==> src/rtl/serial_subtractor.sv <==
// Bit-serial subtractor: computes a - b - b_in one bit per clock, LSB first.
// Optional macro SERIAL_SUB_SAT_EN clamps diff to zero when the result borrows.
module serial_subtractor #(
    parameter int IP_WIDTH = 8
) (
    input  logic                clk,
    input  logic                rst_n,
    input  logic                in_valid,
    output logic                in_ready,
    input  logic [IP_WIDTH-1:0] a,
    input  logic [IP_WIDTH-1:0] b,
    input  logic                b_in,
    output logic                out_valid,
    input  logic                out_ready,
    output logic [IP_WIDTH-1:0] diff,
    output logic                b_out
);

    localparam int CW = $clog2(IP_WIDTH) + 1;

    // Handshake rule: a transfer happens on a rising edge where valid and ready are both high.
    typedef enum logic [1:0] {
        IDLE = 2'd0,
        RUN  = 2'd1,
        DONE = 2'd2
    } state_t;

    state_t state;
    state_t state_next;

    logic [IP_WIDTH-1:0] a_sh;
    logic [IP_WIDTH-1:0] b_sh;
    logic [IP_WIDTH-1:0] res_sh;
    logic [IP_WIDTH-1:0] res_next;
    logic [CW-1:0]       cnt;
    logic                br;
    logic                br_next;
    logic                d;
    logic                last;
    logic                b_out_q;

    assign d       = a_sh[0] ^ b_sh[0] ^ br;
    assign br_next = (~a_sh[0] & b_sh[0]) | (~(a_sh[0] ^ b_sh[0]) & br);
    assign last    = (cnt == CW'(IP_WIDTH - 1));

    generate
        if (IP_WIDTH == 1) begin : g_res_one
            assign res_next = d;
        end else begin : g_res_multi
            assign res_next = {d, res_sh[IP_WIDTH-1:1]};
        end
    endgenerate

    always_ff @(posedge clk or negedge rst_n) begin
        if (!rst_n) begin
            state <= IDLE;
        end else begin
            state <= state_next;
        end
    end

    always_comb begin
        state_next = state;
        case (state)
            IDLE:    if (in_valid) state_next = RUN;
            RUN:     if (last) state_next = DONE;
            DONE:    if (out_ready) state_next = IDLE;
            default: state_next = IDLE;
        endcase
    end

    always_comb begin
        in_ready  = (state == IDLE);
        out_valid = (state == DONE);
        b_out     = b_out_q;
`ifdef SERIAL_SUB_SAT_EN
        diff      = (state == DONE && b_out_q) ? '0 : res_sh;
`else
        diff      = res_sh;
`endif
    end

    // res_sh only moves during RUN, so diff holds its last value through DONE and IDLE.
    always_ff @(posedge clk or negedge rst_n) begin
        if (!rst_n) begin
            a_sh    <= '0;
            b_sh    <= '0;
            res_sh  <= '0;
            br      <= 1'b0;
            cnt     <= '0;
            b_out_q <= 1'b0;
        end else begin
            case (state)
                IDLE: begin
                    if (in_valid) begin
                        a_sh <= a;
                        b_sh <= b;
                        br   <= b_in;
                        cnt  <= '0;
                    end
                end
                RUN: begin
                    a_sh   <= a_sh >> 1;
                    b_sh   <= b_sh >> 1;
                    res_sh <= res_next;
                    br     <= br_next;
                    cnt    <= cnt + CW'(1);
                    if (last) b_out_q <= br_next;
                end
                default: ;
            endcase
        end
    end

endmodule

==> config.mk <==
export PLATFORM = sky130hd
export DESIGN_NAME = serial_subtractor
export DESIGN_NICKNAME = d
export VERILOG_FILES = /design/src/rtl/serial_subtractor.sv
export SDC_FILE = /design/constraint.sdc
export NUM_CORES = 1
export LEC_CHECK = 0
export ABC_AREA = 1
export CORE_MARGIN = 10
export CORE_UTILIZATION = 45
export CTS_CLUSTER_SIZE = 16
export DETAILED_ROUTE_END_ITERATION = 16
export HOLD_SLACK_MARGIN = 0.12
export PLACE_DENSITY_LB_ADDON = 0.3
export REMOVE_ABC_BUFFERS = 1
export SYNTH_ARGS = -nofsm -noshare
export SYNTH_HDL_FRONTEND = slang
export SYNTH_SLANG_ARGS = --single-unit
==> constraint.sdc <==
create_clock -name clk -period 3.08 [get_ports clk]
set_input_delay 0.77 -clock clk [delete_from_list [all_inputs] [get_ports clk]]
set_output_delay 0.77 -clock clk [all_outputs]
set_load 0.05 [all_outputs]
==> results of run 1 <==
==> routing by layer <==
metal,vias to the layer above,share of wire [%]
li1,614,-
met1,592,44
met2,34,48
met3,6,6.0
met4,0,1.5
met5,-,0
==> cell usage in the layout, fill, tap and decap left out, drive strengths merged <==
cell,n
nand3,54
dfrtp,32
clkdlybuf4s50,31
inv,11
clkinv,1
ha,1
fa,1
buf,4
clkbuf,6
nor2,5
nand4,1
o21ai,11
o31ai,1
nand2,38
==> stage by stage <==
step | area (um^2) | worst slack, ps
floorplan | 1380 | 1220
finish | 1820 | 405
detailed placement | 1770 | 782
CTS | 1820 | 393
global placement | 1770 | 787
global route | 1820 | 319
==> critical path, stage by stage (launching register included) <==
cell and delay (ps):
sky130_fd_sc_hd__dfrtp_1 420, sky130_fd_sc_hd__nor2_2 110, sky130_fd_sc_hd__buf_4 200, sky130_fd_sc_hd__clkdlybuf4s50_1 830
==> cell families (layout without fill, tap and decap cells) <==
kind of cell	after synthesis	count (layout)
AO/OA/AOI/OAI	12	12
adder cells (fa/ha/maj)	2	2
buffers and inverters	22	53
flip-flops	32	32
AND/OR/NAND/NOR	98	98
==> synth_stat cells <==
cell,number,area (um^2)
sky130_fd_sc_hd__clkbuf_1,1,3.75
sky130_fd_sc_hd__nor2_2,1,6.26
sky130_fd_sc_hd__ha_1,1,12.5
sky130_fd_sc_hd__buf_6,2,22.5
sky130_fd_sc_hd__o21ai_0,7,35.0
sky130_fd_sc_hd__inv_2,2,7.51
sky130_fd_sc_hd__nand4_1,1,6.26
sky130_fd_sc_hd__nand2_1,38,143
sky130_fd_sc_hd__o21ai_1,4,20.0
sky130_fd_sc_hd__inv_1,9,33.8
sky130_fd_sc_hd__nor2_1,4,15.0
sky130_fd_sc_hd__nand3_1,54,270
sky130_fd_sc_hd__clkbuf_2,1,5.00
sky130_fd_sc_hd__buf_2,7,35.0
sky130_fd_sc_hd__dfrtp_1,32,801
sky130_fd_sc_hd__o31ai_1,1,7.51
sky130_fd_sc_hd__fa_1,1,20.0
==> layout make-up <==
cell class	count	area, um^2
fillers	294	1230
clock inverters	1	5.00
multi-input cells	112	536
flip-flops and latches	32	801
clock buffers	6	41.3
inverters	11	41.3
well taps	44	55.1
repair buffers	35	340
==> sequential cells by signal, indices dropped and copies added (netlist names) <==
| signal | flops |
|---|---|
| a_sh | 8 |
| b_out | 1 |
| b_sh | 8 |
| br | 1 |
| cnt | 4 |
| diff | 8 |
| state | 2 |
==> worst max-delay path by stage <==
stage,startpoint,to,slack [ps],cells past startpoint
global placement,state[0],in_ready,790,3
CTS,state[0],in_ready,390,3
floorplan,state[0],in_ready,1220,1
finish,state[0],in_ready,410,3
global route,state[0],in_ready,320,3
detailed placement,state[0],in_ready,780,3
==> power breakdown <==
group	total, mW	switching, mW	internal (mW)	leakage [nW]
Sequential	0.700	0.111	0.589	0.410
Clock	0.217	0.133	0.0838	0.0281
Combinational	0.839	0.558	0.281	0.412
==> metrics, run 1 <==
outcome completed; number of placed instances, taps included between 200 and 250; final routed wirelength across all metal layers 3220 um; Total Power 1.76 mW; maximum number of pins on one net before global-route repair 33; unique cell type count in the Yosys netlist 17; final core utilization between 50% and 60%; kind of critical path reg -> out; initial core utilization a little under half; fraction of layout instances using a drive strength above 1 6.60%; worst-case hold path end point diff[0]; minimum clock period after layout 2670 ps; slew of the pin with the lowest slew margin 728 ps; power density cells about 960 nW/um^2; number of cells in the finished layout apart from fillers roughly 240; Hold Vio Cnt, Final 0; worst hold margin between 400 and 500 ps; cell count after synthesis about 170; startpoint of the worst-slack reg-to-reg timing path state[1]; xor/xnor cell area share of the yosys netlist 0%; Synth-to-Final Area Change 26.0%; critical path peak fanout 16; maximum clock insertion buffer count 2; fraction of the yosys area taken by sequential cells 55.5%; endpoint of the worst register-to-register path b_sh[7]; vias in the first global route between 1,000 and 1,500; number of pins exceeding their max-slew limit in the final report 0; CTS Buf Count 5; initial antenna violation count 0; drt pass-1 iters 4; overflow left after global routing 0; hold_sp diff[0]; worst-skew pair later-pin latency between 300 and 400 ps; global-route wire length before repair about 5600 um; number of H-tree branching levels 2; chip height 76.6 um; antenna diode count 0; buffer type at the clock tree root sky130_fd_sc_hd__clkbuf_4; area share of and/or/nand/nor cells after synthesis a little under a third; post-synthesis sequential element count 32; most congested layer reported by global routing met2; Post-CTS Hold Fix Bufs 0; Register-to-Register Path Depth 5; aggregate global-route resource usage between 10% and 20%; die area approximately 6000 um^2; met1 routing resource usage after global routing around 14%; number of setup buffers added after CTS 0; capturing element type of the critical path output pin; core outline area 3050 um^2; Total Neg Setup Slack 0 ps; Finish-stage setup viols 0; normalized max-slew margin approximately 50%; CTS tree built; CTS-repair resized insts 0; top-level port count 32; arrival time of the worst setup path about 1900 ps; achievable frequency ~370 MHz; post-layout net count 220; Port Buffers 31; Post-DP HPWL between 2000 and 2500 um; minimum setup slack among reg-to-reg paths about 1600 ps; DR iter-0 viols 130; worst voltage drop across the vdd grid roughly 0.00036 V; TritonCTS Sinks 32; part of the cycle the worst path needs 86.8%; Avg Vias per Cell between 5 and 6; Row Count 20; synthesized area ~1400 um^2; setup repair after global routing missed its margin false; setup clock skew after layout 5.82 ps; required time at the worst-slack endpoint roughly 2300 ps; post-synthesis compound-gate area fraction 4.33%; met3 usage in global routing 4.60%; class of the worst hold path reg -> reg; global-route met2 utilization 18.5%; Max-Cap Viols 0; leakage 0.850 nW; DR vias approximately 1,200; number of design rule violations left after detail routing 0; adder-cell share of the synthesized area 2.25%; Worst-path clk slew roughly 90 ps; kind of launch point of the worst setup path flip-flop; Post-DRT Antenna Nets 0; warnings from Yosys 0; combinational family with the most area after synthesis simple AND/OR/NAND/NOR gates; Hold Crit Depth 2; die width between 70 and 80 um; proportion of synthesized area in mux cells 0%; average wire length per cell after detail routing approximately 13 um; Final Wtd Congestion 0.779; mean cell area of the mapped netlist around 8.7 um^2
Power figures use the tool's default switching activity.
==> run 2: changes to the inputs <==
--- a/config.mk
+++ b/config.mk
@@ -8,6 +8,7 @@
 export ABC_AREA = 1
 export CORE_MARGIN = 10
 export CORE_UTILIZATION = 45
+export CTS_CLUSTER_DIAMETER = 80
 export CTS_CLUSTER_SIZE = 16
 export DETAILED_ROUTE_END_ITERATION = 16
 export HOLD_SLACK_MARGIN = 0.12
==> results of run 2 <==
The final DEF is identical to that of run 1; final timing and power are the same.
==> RTL change 1 (config.mk and constraints of run 1) <==
Change the parameter `IP_WIDTH` from 8 to 16.
--- a/src/rtl/serial_subtractor.sv
+++ b/src/rtl/serial_subtractor.sv
@@ -2,5 +2,5 @@
 // Optional macro SERIAL_SUB_SAT_EN clamps diff to zero when the result borrows.
 module serial_subtractor #(
-    parameter int IP_WIDTH = 8
+    parameter int IP_WIDTH = 16
 ) (
     input  logic                clk,
Ports: changed (resized a, b and diff); port bits go from 32 to 56. No check against the original RTL was run, so the function may have changed too.
==> RTL change 1 against run 1 <==
- routed wire length is 86% higher
- total power is 100% higher
- sequential power is 77% higher
- maximum frequency is 5.1% higher
- cell area is 81% higher
- sequential cell count is 25 higher
- setup slack better by 0.13 ns
- synthesized area is 74% higher
- critical endpoint is now out_valid
==> RTL change 1: results <==
export IMPL_outcome="completed"
export IMPL_path_clk_slew_ns=0.06
export IMPL_netSwitchingPower_mw=1.55
export IMPL_place_gp_congestion=0.763
export IMPL_timing_reg2reg_worst_path_depth=6
export IMPL_cellLeakagePower_nw=1.52
export IMPL_dp_hpwl_um=3990
export IMPL_layout_filler_cells=505
export IMPL_use_met3_pct=4.60
export IMPL_vias_per_cell=5.29
export IMPL_cts_max_level=3
export IMPL_regToRegEndpoint="b_out"
export IMPL_multi_input_area_um2=931
export IMPL_portBuffers=55
export IMPL_via_count_of_the_first_global_routing_pass=2255
export IMPL_drt_initial_drc_count=146
export IMPL_final_cell_count_no_fill=414
export IMPL_clock_skew_ns=0.00766
export IMPL_pre_cts_ws_ns=0.879
export IMPL_pwr_share_clk_pct=19.2
export IMPL_average_detailed_routed_wire_length_per_instance_um=14.5
export IMPL_power_ir_vdd_worst_mv=0.502
export IMPL_synth_compound_area_share_pct=4.62
export IMPL_gr_usage_met1_pct=17.5
export IMPL_grt_start_max_net_pins=56
export IMPL_timing_final_crit_period_ns=2.54
export IMPL_synthesis_area_per_instance_um2=8.80
export IMPL_sequential_element_share_of_the_synthesized_area_pct=56.7
export IMPL_cts_buffers_inserted=9
export IMPL_reg2reg_setup_slack_ns=1.32
export IMPL_cts_root_buf="sky130_fd_sc_hd__clkbuf_8"
export IMPL_critical_path_max_fanout=5
export IMPL_hold_slack_ns=0.430
export IMPL_relSlewSlack_pct=46.3
export IMPL_place_inst=398
export IMPL_placement_cell_area_um2=3100
export IMPL_critical_path_arrival_ns=1.77
export IMPL_synth_distinct_cells=19
export IMPL_synth_adder_area_share_pct=1.79
export IMPL_postCtsResizedCells=0
export IMPL_endpoint="out_valid"
export IMPL_share_of_final_layout_standard_cells_stronger_than_drive_strength_1_pct=7.02
export IMPL_aggregate_global_route_resource_usage_pct=14.1
export IMPL_ys_top_cells_by_count="sky130_fd_sc_hd__nand3_1, sky130_fd_sc_hd__nand2_1, sky130_fd_sc_hd__dfrtp_1"
export IMPL_min_path_type="input pin to async pin"
export IMPL_grtUsageMet2_pct=21.3
export IMPL_synth_area_leaders="sky130_fd_sc_hd__dfrtp_1, sky130_fd_sc_hd__nand3_1, sky130_fd_sc_hd__nand2_1"
export IMPL_p_seq_mw=1.24
export IMPL_finalNetCount=377
export IMPL_power_share_switching_pct=44.0
export IMPL_grt_pass1_wl_um=10200
[RTL change 1: critical path: stages, from the launching register on]
cell and delay [ns]:
sky130_fd_sc_hd__dfrtp_1 0.43, sky130_fd_sc_hd__nor2_1 0.19, sky130_fd_sc_hd__clkdlybuf4s50_1 0.83
[RTL change 1: routing by layer]
layer,part of all wire (%),vias to the layer above
li1,-,1065
met5,0,-
met2,46,67
met4,1.9,0
met3,6.5,15
met1,46,1044
[RTL change 1: layout make-up]
class                           count  area share, %
Sequential cell                    57           43.3
Multi-Input combinational cell    194           28.3
Timing Repair Buffer               61           18.3
Clock buffer                       13           4.52
Tap cell                           72           2.74
Inverter                           14           1.60
Clock inverter                      3           1.22
[RTL change 1: cells by family (layout without fill, tap and decap cells)]
group                      Yosys count  count (layout)
and+or+nand+nor                    169             169
buffers and inverters               35              91
adders and majority gates            3               3
DFF                                 57              57
AOI/OAI and AO/OA                   22              22
==> RTL change 2 (config.mk and constraints of run 1) <==
Without the edit above. Encoding of `state_t`: now one-hot (3 bits for 3 states).
--- a/src/rtl/serial_subtractor.sv
+++ b/src/rtl/serial_subtractor.sv
@@ -20,8 +20,8 @@
 
     // Handshake rule: a transfer happens on a rising edge where valid and ready are both high.
-    typedef enum logic [1:0] {
-        IDLE = 2'd0,
-        RUN  = 2'd1,
-        DONE = 2'd2
+    typedef enum logic [2:0] {
+        IDLE = 3'b001,
+        RUN  = 3'b010,
+        DONE = 3'b100
     } state_t;
 
Formal check against the unedited RTL: no difference found for any inputs over 10 cycles, from zero or initial values and one cycle with rst_n low; not proved beyond that.
==> RTL change 2 against run 1 <==
- cell area increased by 10%
- combinational power about the same
- count of clock-buffer cells in the layout up 1
- total power up 7.6%
- sequential cell count up 1
- die area up 7.3%
- routed wire length fell by 1.9%
- sequential share of layout area is 2.7 points lower
- setup slack improved by 0.016 ns
- sequential power up 2%
- synthesized area up 9.9%
- clock power grew 55%
- via count grew 4.9%
- critical path type unchanged
- critical endpoint unchanged
- largest cell class unchanged
- highest routed layer unchanged
==> RTL change 2: results <==
export IMPL_initial_antenna_violation_count=0
export IMPL_holdCritStartpoint="b_sh[7]"
export IMPL_clock_skew_ns=0.0117
export IMPL_critical_path_arrival_ns=1.89
export IMPL_rr_startpoint="state[2]"
export IMPL_path_clk_slew_ns=0.10
export IMPL_power_ir_vdd_worst_mv=0.412
export IMPL_reg2reg_setup_slack_ns=1.36
export IMPL_p_clk_mw=0.337
export IMPL_vias_per_cell=4.57
export IMPL_synth_area_leaders="sky130_fd_sc_hd__dfrtp_1, sky130_fd_sc_hd__nand2_1, sky130_fd_sc_hd__o21ai_0"
export IMPL_synth_warn=0
export IMPL_dp_hpwl_um=2110
export IMPL_portBuffers=31
export IMPL_grt_overflow_total=0
export IMPL_worstSkewPairLatency_ns=0.33
export IMPL_place_gp_congestion=0.717
export IMPL_worst_hold_path_endpoint="b_sh[7]"
export IMPL_critical_path_max_fanout=4
export IMPL_outcome="completed"
export IMPL_power_share_switching_pct=42.3
export IMPL_timing_critical_path_max_delay_family="buffers and inverters"
export IMPL_regToRegEndpoint="b_sh[0]"
export IMPL_timing_final_crit_period_ns=2.66
export IMPL_grt_pass1_wl_um=5470
export IMPL_power_frac_seq_pct=37.9
export IMPL_max_slew_worst_pin_slew_ns=0.604
export IMPL_cellLeakagePower_nw=1.06
export IMPL_critPathMaxStageDelay_ns=0.79
export IMPL_ys_top_cells_by_count="sky130_fd_sc_hd__nand2_1, sky130_fd_sc_hd__dfrtp_1, sky130_fd_sc_hd__inv_1"
export IMPL_hold_slack_ns=0.482
export IMPL_endpoint="in_ready"
export IMPL_power_group_top="combinational cells"
export IMPL_via_count_of_the_first_global_routing_pass=1250
export IMPL_clock_tree_buffer_depth=2
export IMPL_synth_distinct_cells=20
export IMPL_post_synth_arst_share_pct=100
export IMPL_crit_slowest_cell="sky130_fd_sc_hd__clkdlybuf4s50_1"
export IMPL_grt_start_max_net_pins=34
export IMPL_timing_reg2reg_worst_path_depth=5
export IMPL_postCtsResizedCells=0
export IMPL_placement_cell_area_um2=1920
export IMPL_totalWireLength_um=3160
export IMPL_aggregate_global_route_resource_usage_pct=11.0
export IMPL_share_of_final_layout_standard_cells_stronger_than_drive_strength_1_pct=8.75
export IMPL_finalNetCount=262
export IMPL_worst_setup_path_startpoint="state[0]"
export IMPL_drt_initial_drc_count=75
export IMPL_pre_cts_ws_ns=0.780
export IMPL_worst_hold_path_num_cells=2
export IMPL_sequential_element_share_of_the_synthesized_area_pct=52.1
## RTL change 2: per-stage QoR
stage,cells,power [mW]
2_1_floorplan,199,1.30
3_3_place_gp,278,1.56
3_5_place_dp,278,1.57
4_1_cts,286,1.92
5_1_grt,286,2.06
6_report,286,1.89
## RTL change 2: layout make-up
| class | instances | area (µm²) |
|---|---|---|
| fill | 332 | 1360 |
| tap | 46 | 57.6 |
| sequential | 33 | 827 |
| clock buffer | 7 | 55.1 |
| inverter | 14 | 52.6 |
| multi-input combinational | 152 | 654 |
| clock inverter | 1 | 30.0 |
| timing repair buffer | 33 | 325 |
## RTL change 2: logic make-up after synthesis
group | synth area share (%)
flops | 52.1
fa+ha+maj | 2.05
compound gates | 3.63
simple gates | 35.6
buf+inv | 6.62
## RTL change 2: routing by layer
metal,part of all wire [%],track usage [%],up-vias
met3,6.6,5.86,5
met4,1.8,4.84,0
met1,50,12.6,575
met2,41,16.6,35
li1,-,-,692
met5,0,0,-
